File: src/rtl/rtm_sequencer.sv
// Micro-instruction sequencer for the 4x4-bit register-transfer datapath.
// Each accepted instruction runs SETUP (SETUP_CYCLES) -> STROBE (1) -> HOLD (1);
// controls are registered on SETUP entry and held so reg_we only rises on settled
// mux/adder outputs. The adder carry is captured on STROBE exit to feed ADDC chains.
module rtm_sequencer #(
   parameter int unsigned SETUP_CYCLES = 1,
   parameter int unsigned CNT_W        = 8
) (
   input  logic             clock,
   input  logic             clear_n,
   input  logic             instr_valid,
   output logic             instr_ready,
   input  logic [11:0]      instr,
   input  logic             carry_out,
   output logic [1:0]       ctl_d,
   output logic [1:0]       ctl_sa,
   output logic [1:0]       ctl_sb,
   output logic             ctl_add,
   output logic             carry_in,
   output logic [3:0]       indata,
   output logic             reg_we,
   output logic             dp_clear_n,
   output logic             carry_flag,
   output logic             done,
   output logic             busy,
   output logic [CNT_W-1:0] retired
);

   localparam int unsigned CW = (SETUP_CYCLES > 1) ? $clog2(SETUP_CYCLES) : 1;
   localparam logic [CW-1:0] CntLoad = CW'(SETUP_CYCLES - 1);

   localparam logic [1:0] OpLoad = 2'b00;
   localparam logic [1:0] OpAdd  = 2'b01;
   localparam logic [1:0] OpAddc = 2'b10;
   localparam logic [1:0] OpClr  = 2'b11;

   typedef enum logic [1:0] {StIdle, StSetup, StStrobe, StHold} state_e;

   state_e          state;
   logic [1:0]      op;
   logic [CW-1:0]   cnt;
   logic            accept;
   logic [1:0]      new_op;

   // instr_ready is only high in IDLE and HOLD, so this is the full handshake
   assign accept = instr_valid & instr_ready;
   assign new_op = instr[11:10];

   // Sequencer FSM; every output is a register so controls never glitch
   always_ff @(posedge clock or negedge clear_n) begin
      if (!clear_n) begin
         state       <= StIdle;
         op          <= OpLoad;
         cnt         <= '0;
         instr_ready <= 1'b1;
         ctl_d       <= 2'b00;
         ctl_sa      <= 2'b00;
         ctl_sb      <= 2'b00;
         ctl_add     <= 1'b0;
         carry_in    <= 1'b0;
         indata      <= 4'h0;
         reg_we      <= 1'b0;
         dp_clear_n  <= 1'b1;
         carry_flag  <= 1'b0;
         done        <= 1'b0;
         busy        <= 1'b0;
         retired     <= '0;
      end else begin
         done <= 1'b0;
         case (state)
            StIdle: begin
            end
            StSetup: begin
               if (cnt == '0) begin
                  state      <= StStrobe;
                  reg_we     <= (op != OpClr);
                  dp_clear_n <= 1'b1;
               end else begin
                  cnt <= cnt - 1'b1;
               end
            end
            StStrobe: begin
               state       <= StHold;
               reg_we      <= 1'b0;
               done        <= 1'b1;
               retired     <= retired + 1'b1;
               instr_ready <= 1'b1;
               if (op == OpAdd || op == OpAddc) begin
                  carry_flag <= carry_out;
               end else if (op == OpClr) begin
                  carry_flag <= 1'b0;
               end
            end
            StHold: begin
               state <= StIdle;
               busy  <= 1'b0;
            end
            default: state <= StIdle;
         endcase
         // Acceptance overrides the HOLD->IDLE exit to give back-to-back issue
         if (accept) begin
            state       <= StSetup;
            op          <= new_op;
            cnt         <= CntLoad;
            busy        <= 1'b1;
            instr_ready <= 1'b0;
            ctl_d       <= instr[9:8];
            ctl_sa      <= instr[7:6];
            ctl_sb      <= instr[5:4];
            indata      <= instr[3:0];
            ctl_add     <= (new_op == OpAdd) || (new_op == OpAddc);
            carry_in    <= (new_op == OpAddc) ? carry_flag : 1'b0;
            dp_clear_n  <= (new_op != OpClr);
         end
      end
   end

endmodule
File: config.mk
export PLATFORM = sky130hd
export DESIGN_NAME = rtm_sequencer
export DESIGN_NICKNAME = d
export VERILOG_FILES = /design/src/rtl/rtm_sequencer.sv
export SDC_FILE = /design/constraint.sdc
export NUM_CORES = 1
export LEC_CHECK = 0
export ABC_AREA = 1
export CAP_MARGIN = 20
export CORE_MARGIN = 10
export CORE_UTILIZATION = 45
export DETAILED_ROUTE_END_ITERATION = 10
export GPL_TIMING_DRIVEN = 0
export PLACE_DENSITY = 0.8
export SETUP_SLACK_MARGIN = 0.1
export SYNTH_ARGS = -nofsm -noshare
export SYNTH_HDL_FRONTEND = slang
export SYNTH_SLANG_ARGS = --single-unit
File: constraint.sdc
create_clock -name clock -period 1.6 [get_ports clock]
set_input_delay 0.48 -clock clock [delete_from_list [all_inputs] [get_ports clock]]
set_output_delay 0.48 -clock clock [all_outputs]
set_load 0.01 [all_outputs]
After elaboration in Yosys (flattened, before gate mapping)
Cells that the tools add are included.
{"block": "totals", "reg_bits": 31, "inputBits": 16, "word_cells": 63}
{"block": "op_classes", "n_addsub": 2, "n_eq_ne": 13, "n_mux": 19, "bitwise": 1, "reduce_logical": 12}
{"op": "2-to-1 mux 1 bit", "count": 15}
{"op": "equality test 2 bit, second input constant", "count": 5}
{"op": "nonzero test 2 bit", "count": 5}
{"op": "adder 8 x 1 -> 8 bit, second input constant", "count": 1}
{"op": "AND reduction 2 bit", "count": 4}
{"op": "equality test 2 x 1 -> 1 bit, second input constant", "count": 3}
{"op": "!= test 2 bit, second input constant", "count": 3}
{"op": "case mux 2 bit (3 select lines)", "count": 1}
{"op": "2-to-1 mux 2 bit", "count": 2}
{"op": "nonzero test 4 bit", "count": 1}
{"op": "!= test 3 bit, second input constant", "count": 1}
{"op": "logical OR 1 bit", "count": 2}
{"op": "!= test 2 x 1 -> 1 bit, second input constant", "count": 1}
{"op": "case mux 1 bit (2 select lines)", "count": 1}
{"op": "AND 1 bit", "count": 1}
{"op": "subtractor 1 bit, second input constant", "count": 1}

Depth between registers and ports, before layout
Gate-level depths: netlist (run 1).
{"block": "logic_depth", "word_depth": 4, "depth_mapped": 9, "mapped_depth_nobuf": 8}

Worst setup path after synthesis (run 1)
No wires, ideal clock.
{"block": "synth_timing", "path_kind": "register to register", "startpoint": "reg state[0]", "endpoint": "reg retired[5]", "setup_time_ns": 0.113, "arrival_time_ns": 1.108, "t_required_ns": 1.487, "setup_slack_ns": 0.379, "stages_incl_launch_ff": 9, "n_path_buf": 1, "synth_period_minus_slack_ns": 1.221, "cell_sequence": "dfrtp_1 inv_1 ha_1 buf_6 nand2_4 nor2_8 nand3_1 nand2_1 inv_1"}
{"block": "synth_via", "elab_chain_len": 1}
{"item": "start: declaration", "line_no": "39", "source": "state_e state;"}
{"item": "start signal: assignment", "line_no": "52", "source": "state <= StIdle;"}
{"item": "start signal: assignment", "line_no": "75", "source": "state <= StStrobe;"}
{"item": "start signal: assignment", "line_no": "83", "source": "state <= StHold;"}
{"item": "equality test 2 bit", "line_no": "70", "source": "case (state)"}
{"item": "end signal: assignment", "line_no": "86", "source": "retired <= retired + 1'b1;"}
{"item": "end: declaration", "line_no": "26", "source": "output logic [CNT_W-1:0] retired"}
No other way between the ends.
A chain may end at the register's enable or synchronous reset.

Worst setup path in the final report (run 1)
{"block": "layout_timing", "startpoint": "reg instr_ready", "endpoint": "out instr_ready"}
{"item": "start: declaration", "line_no": "12", "source": "output logic instr_ready,"}
{"item": "start signal: assignment", "line_no": "55", "source": "instr_ready <= 1'b1;"}
{"item": "start signal: assignment", "line_no": "87", "source": "instr_ready <= 1'b1;"}
{"item": "start signal: assignment", "line_no": "106", "source": "instr_ready <= 1'b0;"}
No word-level cell between the ends.

==> impl_results.md, run 1 <==
- Status: complete, no violations
- Max_slew headroom: 41.5%
- Antenna cells: 0
- Seq/Total Area, Yosys: 55.6%
- Full die area: 5600 um2
- Startpoint Class: register
- Post-DR vias/cell: 4.68
- Final HPWL DP: 2390 um
- Gr ovfl total: 0
- Antenna violations before repair: 0
- Per-cell routed wire length: 13.1 um
- Hold Slack: 0.488 ns
- Reg2Reg Depth: 7
- # port buffers: 41
- Number of I/O pins: 42
- Overall power: 0.00338 W
- Class of the worst hold path: reg -> reg
- Internal power: 0.00211 W
- Crit-path slowest cell: dfstp_2
- Clock Skew: 0.00714 ns
- Fmax achieved: 0.687 GHz
- Post-route insts no fill: 236
- Clock power frac: 13.8%
- Period Utilization, post-route: 91.0%
- # hold bufs at CTS: 0
- TritonCTS Sinks: 30
- Gp weighted congestion: 0.775
- Worst Min Path Start: reg_we
- P&R area growth vs syn: 42.6%
- Post-route ant nets: 0
- Sw Ratio: 37.6%
- Pins Over Slew Limit: 0
- Worst path cell trace: buf_6
- H-tree depth: 2
- Starting Density: 48.3%
- Die extent in x: 74.9 um
- Worst slew pin tran: 0.874 ns
- Setup CP Type: reg -> out
- Max-cap check violation count: 0
- Synthesized instance count: 144
- Core ar.: 2810 um2
- Register clock-pin slew on the reported worst setup and hold paths: 0.09 ns
- Layout Nets: 229
- Synth Net Count: 169
- R2R Setup Slk: 0.26 ns
- Num rows: 19
- Worst EP required: 1.12 ns
- P per Cell Area: 1750 nW/um2
- Vias: 1104
- Num CTS Buffers: 5
- Synth Register Bits: 30
- R2R Path End: state[1]
- Hold EP: reg_we
- Worst Path Arrival: 0.98 ns
- Comb pwr share: 47.1%
- GRT Util Overall: 12.6%
- Hold Fails Final Rpt: 0
- Root buffer cell: clkbuf_4
- Routed WL: 3100 um
- Ys Warns: 0
- CP top delay family: flip-flops
- Max clock buf depth: 2
- Pre-antenna DRT Iters: 4
- WP buf/inv: 1
- Critical Path Max Stage Delay: 0.55 ns
- RSZ-0062 raised after global routing: true
- Yosys cell types: 21
- Sequential share of power: 39.1%
- Fin util: 68.8%
- Global-route wire length before repair: 5350 um
- Remaining DRCs: 0
- Setup TNS: 0 ns
- Vias in the first global route: 1240
- Hold depth: 2
- Reg2reg start: state[0]
- Largest net degree at the start of global routing: 20
- Layout cells sized above 1: 20.5%
- Setup-failing EPs final: 0
- Switching pwr: 0.00127 W
- Final min period: 1.46 ns
- Synth Area per Inst: 9.40 um2
- Die outline height: 74.9 um
- Placed Cells: 217
- DRT iter0 DRCs: 36
- Worst vdd ir: 0.000991 V
- Clock latency at the later pin of the worst-skew pair: 0.33 ns
- Crit. End Element: output pin
- Max FO, Critical Path: 2
- Post-synthesis cell area: 1350 um2
- TritonCTS clock tree: built
- Pleak: 1.05 nW
[logic make-up after synthesis]
group,count (synthesis),synth area share [%]
compound gates,10,3.88
fa+ha+maj,9,8.32
buf+inv,18,6.01
simple gates,73,23.6
xor+xnor,4,2.59
flops,30,55.6
[worst max-delay path by stage]
stage / from / endpoint / cells after the start
after floorplan: state[0] / retired[5] / 8
after global placement: clear_n / ctl_d[1] / 1
after detailed placement: clear_n / ctl_d[1] / 2
final: instr_ready / instr_ready / 1
after global routing: dp_clear_n / dp_clear_n / 1
after CTS: retired[4] / retired[4] / 1
[sequential cells by signal (all words and copies together) (netlist names)]
register,flops
busy,1
carry_flag,1
carry_in,1
ctl_add,1
ctl_d,2
ctl_sa,2
ctl_sb,2
done,1
dp_clear_n,1
indata,4
instr_ready,1
op,2
reg_we,1
retired,8
state,2
[synthesized netlist by cell type]
master | count | area (um2)
nand2_4 | 1 | 11.3
o21ai_0 | 8 | 40.0
nand2_2 | 2 | 12.5
a21oi_1 | 1 | 5.00
buf_2 | 2 | 10.0
inv_2 | 1 | 3.75
nor2_8 | 1 | 20.0
nand3b_1 | 1 | 7.51
buf_6 | 1 | 11.3
o31ai_1 | 1 | 7.51
nor2_1 | 7 | 26.3
nor2_4 | 1 | 11.3
dfstp_2 | 2 | 52.6
buf_4 | 1 | 7.51
xor2_1 | 3 | 26.3
nand2_1 | 56 | 210
dfrtp_1 | 28 | 701
nand3_1 | 4 | 20.0
xnor2_1 | 1 | 8.76
inv_1 | 13 | 48.8
ha_1 | 9 | 113
[through the flow]
| step | instance area [um2] | setup WS, ns |
|---|---|---|
| 2_1_floorplan | 1350 | 0.379 |
| 3_3_place_gp | 1800 | -0.475 |
| 3_5_place_dp | 1820 | -0.0347 |
| 4_1_cts | 1920 | 0.101 |
| 5_1_grt | 1930 | 0.0945 |
| 6_report | 1930 | 0.144 |
[final cells by class]
| class | instances | area, um2 |
|---|---|---|
| flip-flops and latches | 30 | 756 |
| well taps | 31 | 38.8 |
| clock buffers | 7 | 55.1 |
| clock inverters | 1 | 5.00 |
| plain buffers | 4 | 28.8 |
| inverters | 14 | 52.6 |
| multi-input cells | 96 | 519 |
| repair buffers | 53 | 475 |
| fillers | 234 | 875 |
[metal layers]
| metal | wire length [um] | vias up | GRT usage (%) |
|---|---|---|---|
| met5 | 0 | - | 0 |
| met4 | 48 | 0 | 5.46 |
| met3 | 373 | 7 | 8.28 |
| met2 | 1480 | 35 | 19.7 |
| met1 | 1190 | 507 | 13.0 |
| li1 | - | 555 | - |
[placed cells by master, fill, tap and decap left out]
cell / Yosys / layout
xor2_1: 3 / 3
xnor2_1: 1 / 1
nand2_2: 2 / 2
clkinv_2: 0 / 1
clkdlybuf4s15_1: 0 / 17
inv_2: 1 / 1
dfrtp_1: 28 / 26
nand3_1: 4 / 4
clkbuf_2: 0 / 7
nor2_8: 1 / 1
buf_4: 1 / 12
dfrtp_2: 0 / 2
buf_8: 0 / 1
nand2_1: 56 / 56
inv_1: 13 / 13
nor2_1: 7 / 7
a21oi_1: 1 / 1
ha_1: 9 / 9
nand3b_1: 1 / 1
nand2_4: 1 / 1
buf_2: 2 / 2
buf_6: 1 / 3
clkdlybuf4s50_1: 0 / 15
clkbuf_8: 0 / 1
o31ai_1: 1 / 1
nor2_4: 1 / 1
o21ai_0: 8 / 8
clkbuf_1: 0 / 1
clkbuf_4: 0 / 5
dfstp_2: 2 / 2
[power by group through the flow]
stage | logic, W | clock network [W] | registers [W]
3_5_place_dp | 0.00157 | 0 | 0.00138
6_report | 0.00159 | 0.000466 | 0.00132
5_1_grt | 0.00181 | 0.000527 | 0.00136
2_1_floorplan | 0.000645 | 0 | 0.00147
3_3_place_gp | 0.00151 | 0 | 0.00135
4_1_cts | 0.00156 | 0.000482 | 0.00131
[repair_timing]
action,CTS,global route
resized for setup,42,25
setup endpoints to repair,26,25
buffers inserted,8,3
(Power assumes the default switching activity.)
==> run 2, diff against run 1 <==
CTS_CLUSTER_SIZE = 24   (was unset)
==> results of run 2 <==
The final DEF is identical to that of run 1; final timing and power are the same.
